### src/rtl/pipe_ctrl.sv
// pipe_ctrl: pipelined MIPS control unit.
//
// Decodes op/funct in DECODE, resolves beq/bne/j there, and carries the
// control bundle through ID/EX, MEM_LAT MEM stages and MEM/WB registers.
// The hazard unit injects bubbles into EX via stall_d_i / flush_e_i.
//
// Parameters:
//   MEM_LAT  - number of MEM pipeline stages (1..4)
//   EN_BNE   - 0 makes opcode 000101 (bne) illegal
//   EN_SHIFT - 0 makes R-type funct 000000 (sll) illegal
//
// Ports:
//   clk_i, rst_i              clock (rising edge), synchronous active-high reset
//   op_i6, funct_i6, eq_i     DECODE-stage instruction fields and rs==rt
//   stall_d_i, flush_e_i      hazard unit controls
//   pc_src_o, pc_j_o          taken branch / jump (DECODE)
//   flush_d_o, illegal_d_o    IF/ID clear, undecodable instruction (DECODE)
//   *_e_o                     EX-stage controls
//   *_m_o                     MEM-stage controls (mem_write from MEM1, rest from last MEM)
//   *_w_o                     WB-stage controls
module pipe_ctrl #(
  parameter int MEM_LAT  = 1,
  parameter int EN_BNE   = 1,
  parameter int EN_SHIFT = 1
) (
  input  logic       clk_i,
  input  logic       rst_i,
  input  logic [5:0] op_i6,
  input  logic [5:0] funct_i6,
  input  logic       eq_i,
  input  logic       stall_d_i,
  input  logic       flush_e_i,
  output logic       pc_src_o,
  output logic       pc_j_o,
  output logic       flush_d_o,
  output logic       illegal_d_o,
  output logic       reg_write_e_o,
  output logic       mem_to_reg_e_o,
  output logic [2:0] alu_ctrl_e_o,
  output logic       alu_src_e_o,
  output logic       reg_dst_e_o,
  output logic       shift_e_o,
  output logic       reg_write_m_o,
  output logic       mem_to_reg_m_o,
  output logic       mem_write_m_o,
  output logic       reg_write_w_o,
  output logic       mem_to_reg_w_o
);

  generate
    if (MEM_LAT < 1 || MEM_LAT > 4) begin : g_bad_mem_lat
      $error("pipe_ctrl: MEM_LAT must be in 1..4");
    end
  endgenerate

  // ---- DECODE (p0) ----
  logic       reg_write_p0, mem_to_reg_p0, mem_write_p0;
  logic [2:0] alu_ctrl_p0;
  logic       alu_src_p0, reg_dst_p0, shift_p0;
  logic       beq_p0, bne_p0, jmp_p0, illegal_p0;

  always_comb begin
    reg_write_p0  = 1'b0;
    mem_to_reg_p0 = 1'b0;
    mem_write_p0  = 1'b0;
    alu_ctrl_p0   = 3'b000;
    alu_src_p0    = 1'b0;
    reg_dst_p0    = 1'b0;
    shift_p0      = 1'b0;
    beq_p0        = 1'b0;
    bne_p0        = 1'b0;
    jmp_p0        = 1'b0;
    illegal_p0    = 1'b0;
    case (op_i6)
      6'b000000: begin
        reg_write_p0 = 1'b1;
        reg_dst_p0   = 1'b1;
        case (funct_i6)
          6'b100000: alu_ctrl_p0 = 3'b010;
          6'b100010: alu_ctrl_p0 = 3'b110;
          6'b100100: alu_ctrl_p0 = 3'b000;
          6'b100101: alu_ctrl_p0 = 3'b001;
          6'b101010: alu_ctrl_p0 = 3'b111;
          6'b000000: begin
            if (EN_SHIFT != 0) begin
              alu_ctrl_p0 = 3'b011;
              shift_p0    = 1'b1;
            end else begin
              illegal_p0 = 1'b1;
            end
          end
          default: illegal_p0 = 1'b1;
        endcase
      end
      6'b100011: begin
        reg_write_p0  = 1'b1;
        alu_src_p0    = 1'b1;
        mem_to_reg_p0 = 1'b1;
        alu_ctrl_p0   = 3'b010;
      end
      6'b101011: begin
        mem_write_p0 = 1'b1;
        alu_src_p0   = 1'b1;
        alu_ctrl_p0  = 3'b010;
      end
      6'b001000: begin
        reg_write_p0 = 1'b1;
        alu_src_p0   = 1'b1;
        alu_ctrl_p0  = 3'b010;
      end
      6'b000100: begin
        beq_p0      = 1'b1;
        alu_ctrl_p0 = 3'b110;
      end
      6'b000101: begin
        if (EN_BNE != 0) begin
          bne_p0      = 1'b1;
          alu_ctrl_p0 = 3'b110;
        end else begin
          illegal_p0 = 1'b1;
        end
      end
      6'b000010: jmp_p0 = 1'b1;
      default:   illegal_p0 = 1'b1;
    endcase
    // An undecodable instruction travels as a NOP; R-type defaults set above are undone here.
    if (illegal_p0) begin
      reg_write_p0 = 1'b0;
      reg_dst_p0   = 1'b0;
      alu_ctrl_p0  = 3'b000;
      shift_p0     = 1'b0;
    end
  end

  // A stalled branch/jump is held in DECODE and re-evaluated once the stall drops.
  assign pc_src_o    = !rst_i && !stall_d_i && ((beq_p0 && eq_i) || (bne_p0 && !eq_i));
  assign pc_j_o      = !rst_i && !stall_d_i && jmp_p0;
  assign flush_d_o   = pc_src_o || pc_j_o;
  assign illegal_d_o = !rst_i && illegal_p0;

  // ---- ID/EX (p1) ----
  logic       reg_write_p1, mem_to_reg_p1, mem_write_p1;
  logic [2:0] alu_ctrl_p1;
  logic       alu_src_p1, reg_dst_p1, shift_p1;
  logic       bubble_p1;

  assign bubble_p1 = rst_i || stall_d_i || flush_e_i;

  always_ff @(posedge clk_i) begin
    if (bubble_p1) begin
      reg_write_p1  <= 1'b0;
      mem_to_reg_p1 <= 1'b0;
      mem_write_p1  <= 1'b0;
      alu_ctrl_p1   <= 3'b000;
      alu_src_p1    <= 1'b0;
      reg_dst_p1    <= 1'b0;
      shift_p1      <= 1'b0;
    end else begin
      reg_write_p1  <= reg_write_p0;
      mem_to_reg_p1 <= mem_to_reg_p0;
      mem_write_p1  <= mem_write_p0;
      alu_ctrl_p1   <= alu_ctrl_p0;
      alu_src_p1    <= alu_src_p0;
      reg_dst_p1    <= reg_dst_p0;
      shift_p1      <= shift_p0;
    end
  end

  assign reg_write_e_o  = reg_write_p1;
  assign mem_to_reg_e_o = mem_to_reg_p1;
  assign alu_ctrl_e_o   = alu_ctrl_p1;
  assign alu_src_e_o    = alu_src_p1;
  assign reg_dst_e_o    = reg_dst_p1;
  assign shift_e_o      = shift_p1;

  // ---- MEM1..MEM_LAT (p2) ----
  // Bit 0 is MEM1; mem_write stops at MEM1.
  logic [MEM_LAT-1:0] reg_write_p2, mem_to_reg_p2;
  logic               mem_write_p2;

  generate
    if (MEM_LAT == 1) begin : g_mem_one
      always_ff @(posedge clk_i) begin
        if (rst_i) begin
          reg_write_p2  <= '0;
          mem_to_reg_p2 <= '0;
        end else begin
          reg_write_p2  <= reg_write_p1;
          mem_to_reg_p2 <= mem_to_reg_p1;
        end
      end
    end else begin : g_mem_multi
      always_ff @(posedge clk_i) begin
        if (rst_i) begin
          reg_write_p2  <= '0;
          mem_to_reg_p2 <= '0;
        end else begin
          reg_write_p2  <= {reg_write_p2[MEM_LAT-2:0], reg_write_p1};
          mem_to_reg_p2 <= {mem_to_reg_p2[MEM_LAT-2:0], mem_to_reg_p1};
        end
      end
    end
  endgenerate

  always_ff @(posedge clk_i) begin
    if (rst_i) mem_write_p2 <= 1'b0;
    else       mem_write_p2 <= mem_write_p1;
  end

  assign reg_write_m_o  = reg_write_p2[MEM_LAT-1];
  assign mem_to_reg_m_o = mem_to_reg_p2[MEM_LAT-1];
  assign mem_write_m_o  = mem_write_p2;

  // ---- MEM/WB (p3) ----
  logic reg_write_p3, mem_to_reg_p3;

  always_ff @(posedge clk_i) begin
    if (rst_i) begin
      reg_write_p3  <= 1'b0;
      mem_to_reg_p3 <= 1'b0;
    end else begin
      reg_write_p3  <= reg_write_p2[MEM_LAT-1];
      mem_to_reg_p3 <= mem_to_reg_p2[MEM_LAT-1];
    end
  end

  assign reg_write_w_o  = reg_write_p3;
  assign mem_to_reg_w_o = mem_to_reg_p3;

endmodule

### config.mk
export PLATFORM = sky130hd
export DESIGN_NAME = pipe_ctrl
export DESIGN_NICKNAME = d
export VERILOG_FILES = /design/src/rtl/pipe_ctrl.sv
export SDC_FILE = /design/constraint.sdc
export NUM_CORES = 1
export LEC_CHECK = 0
export CAP_MARGIN = 20
export CORE_MARGIN = 8
export CORE_UTILIZATION = 35
export CTS_CLUSTER_DIAMETER = 100
export DETAILED_ROUTE_END_ITERATION = 8
export PLACE_DENSITY = 0.73
export SYNTH_ARGS = -nofsm -noshare
export SYNTH_HDL_FRONTEND = slang
export SYNTH_SLANG_ARGS = --single-unit
export TNS_END_PERCENT = 10
### constraint.sdc
create_clock -name clk_i -period 1.57 [get_ports clk_i]
set_input_delay 0.314 -clock clk_i [delete_from_list [all_inputs] [get_ports clk_i]]
set_output_delay 0.314 -clock clk_i [all_outputs]
set_load 0.01 [all_outputs]
==> out/results.tsv <==
metric	value	unit
outcome	finished with violations	
violations	setup timing	
ir_drop	0.332	mV
drt_iter0_drc	13	
syn2layout_area_growth	96.1	%
critical_path_class	input pin to output pin	
synth_edf_count	0	
syn_nets	96	
numCtsBuffers	3	
yosysSeqAreaShare	0.395	
regToRegEndpoint	reg_write_w_o	
htree_levels	1	
yosysMostFrequentCell	dfxtp_1	
dr.pass1.iters	4	
power.share.combinational	0.259	
synth_top_cell_by_area	dfxtp_1	
rr_worst_depth	1	
startpoint_type	input pin	
diodes	0	
seqPwrFrac	0.485	
power_density	527	nW/um2
grt_pass1_wl	3.88	mm
cts.clk_slew.worst_paths	0.07	ns
routed_wl	2.32	mm
wl_per_cell	13.5	um
port_buffers	33	
rsz0062_at_grt	true	
core-area	1940	um2
drcViolationCount	0	
cts_hold_buf	0	
holdCritStartpoint	funct_i6[5]	
relSlewSlack	0.798	
max_slew.worst_pin.slew	0.300	ns
synth_cell_types	33	
nFillCells	161	
pre_cts_slack	-0.928	ns
io_pins	34	
fin_crit	1.67	ns
syn_area	709	um2
largest_reg_flops	3	
cts.sinks	14	
ctsLongestPathBuffers	2	
syn_avg_cell_area	8.98	um2
drive_above_1_share	0.486	
grtUsageTotal	0.139	
end_kind	output pin	
setup_tns	-0.119	ns
synth_common_cells	dfxtp_1 (14), nand2_1 (7), nor2_1 (6), nor3_1 (6), nor2b_1 (5)	
timing_hold_violations_final	0	
crit_fanout	4	
worstReg2RegStart	reg_write_m_o	
critPathArrivalTime	1.36	ns
rrSetupSlack	1.03	ns
ys_top_cells_by_area	dfxtp_1 (40%), nor2b_1 (4.4%), nor3_1 (4.2%)	
ys_ff_latch	14	
worstPathRequired	1.26	ns
final_nets	163	
rows	16	
swShare	0.251	
cts_tree	yes	
clock_power_share	0.257	
cpMostUsedCell	buf_6	
worst_slack	-0.104	ns
synthArstFlopShare	0	
clock_skew	0.000971	ns
grt_overflow	0	
die_h	61.0	um
die_area	3720	um2
yosysTopAreaCellShare	0.395	
fmax	597	MHz
dp_hpwl	1.77	mm
start_util	0.365	
drv_cap	0	
hp-class	input pin to flip-flop	
setup_viol	2	
cp_slowest_cell	or2_4	
slew_violations	0	
clock_latency	0.27	ns
antenna_found_initial	0	
routabilityCongestion	0.845	
instances_no_fill	171	
whs_endpoint	shift_e_o	
dp.cells	162	
hold_depth	3	
p_sw	184	uW
fin_hold_ws	0.369	ns
vias_per_cell	4.87	
period_share	1.07	
clock-root-buffer	clkbuf_4	
vias	832	
total_power	733	uW
p_leak	0.000562	uW
intPower	549	uW
synthCells	79	
cp_cell_sequence	buf_6, or2_4, a211oi_4, nor3_2, o21ba_4, buf_6	
grt_max_degree	8	
grt_pass1_vias	908	
max_stage_delay	0.27	ns
synth_flop_cell	dfxtp_1	
ant_nets	0	
dieWidth	61.0	um
yosys_warnings	0	
==> worst max path at each step <==
stage / start / to / slack (ns) / cells after the start
final: funct_i6[2] / illegal_d_o / -0.10 / 6
after global placement: op_i6[5] / illegal_d_o / -0.90 / 6
after global routing: op_i6[1] / illegal_d_o / -0.12 / 6
after detailed placement: op_i6[5] / illegal_d_o / -0.93 / 6
after CTS: funct_i6[2] / illegal_d_o / -0.11 / 6
after floorplan: op_i6[3] / illegal_d_o / 0.0009 / 5
==> kinds of logic (layout without fill, tap and decap cells) <==
logic type	after synthesis	after routing	share of synthesized area
AO/OA/AOI/OAI	14	14	0.155
flip-flops	14	14	0.395
buffers and inverters	6	71	0.0459
multiplexers	1	1	0.0141
AND/OR/NAND/NOR	43	43	0.377
XOR/XNOR	1	1	0.0123
==> critical path: cells and delay by family <==
family | cells | cell delay [ns]
AOI/OAI and AO/OA | 2 | 0.47
buffers and inverters | 2 | 0.20
and+or+nand+nor | 2 | 0.36
==> metrics by stage <==
stage | area (um2) | util
floorplan | 709 | -
global placement | 1250 | 0.644
detailed placement | 1250 | 0.644
CTS | 1350 | 0.696
global route | 1390 | 0.716
finish | 1390 | 0.716
==> layer usage <==
layer  vias to the layer above  part of all wire  track usage
li1                        423                 -            -
met4                         0             0.028       0.0997
met3                         4             0.044      0.00835
met1                       385              0.39        0.142
met2                        20              0.54        0.258
met5                         -                 0            0
==> area by class of cell <==
class / instances / area, um2 / share of cell area
flip-flops and latches: 14 / 280 / 0.201
inverters: 2 / 7.51 / 0.00540
multi-input cells: 59 / 492 / 0.353
repair buffers: 66 / 556 / 0.399
clock buffers: 3 / 22.5 / 0.0162
well taps: 27 / 33.8 / 0.0243
==> placed cells by master (no fill, tap or decap), types with 3 or more instances in the layout <==
cell type	instances
nor2_1	5
nor2b_1	5
clkbuf_4	3
nor3_1	4
buf_2	5
buf_4	34
dfxtp_1	14
nor3_2	3
buf_6	6
dlygate4sd2_1	3
nand2_1	6
clkdlybuf4s50_1	15
a21oi_1	3
nand3_1	4
==> what timing repair did <==
item / CTS / global route
resized for setup: 84 / 9
pin swaps: 15 / 6
endpoints found under the hold margin: 0 / 0
setup buffers: 6 / 0
setup endpoints to repair: 10 / 9
==> power groups by stage <==
stage	clock network [uW]	logic [uW]	registers [uW]
2_1_floorplan	0	53.3	364
3_3_place_gp	0	154	364
3_5_place_dp	0	157	364
4_1_cts	199	178	355
5_1_grt	212	203	355
6_report	188	190	355
Power figures use the tool's default switching activity.
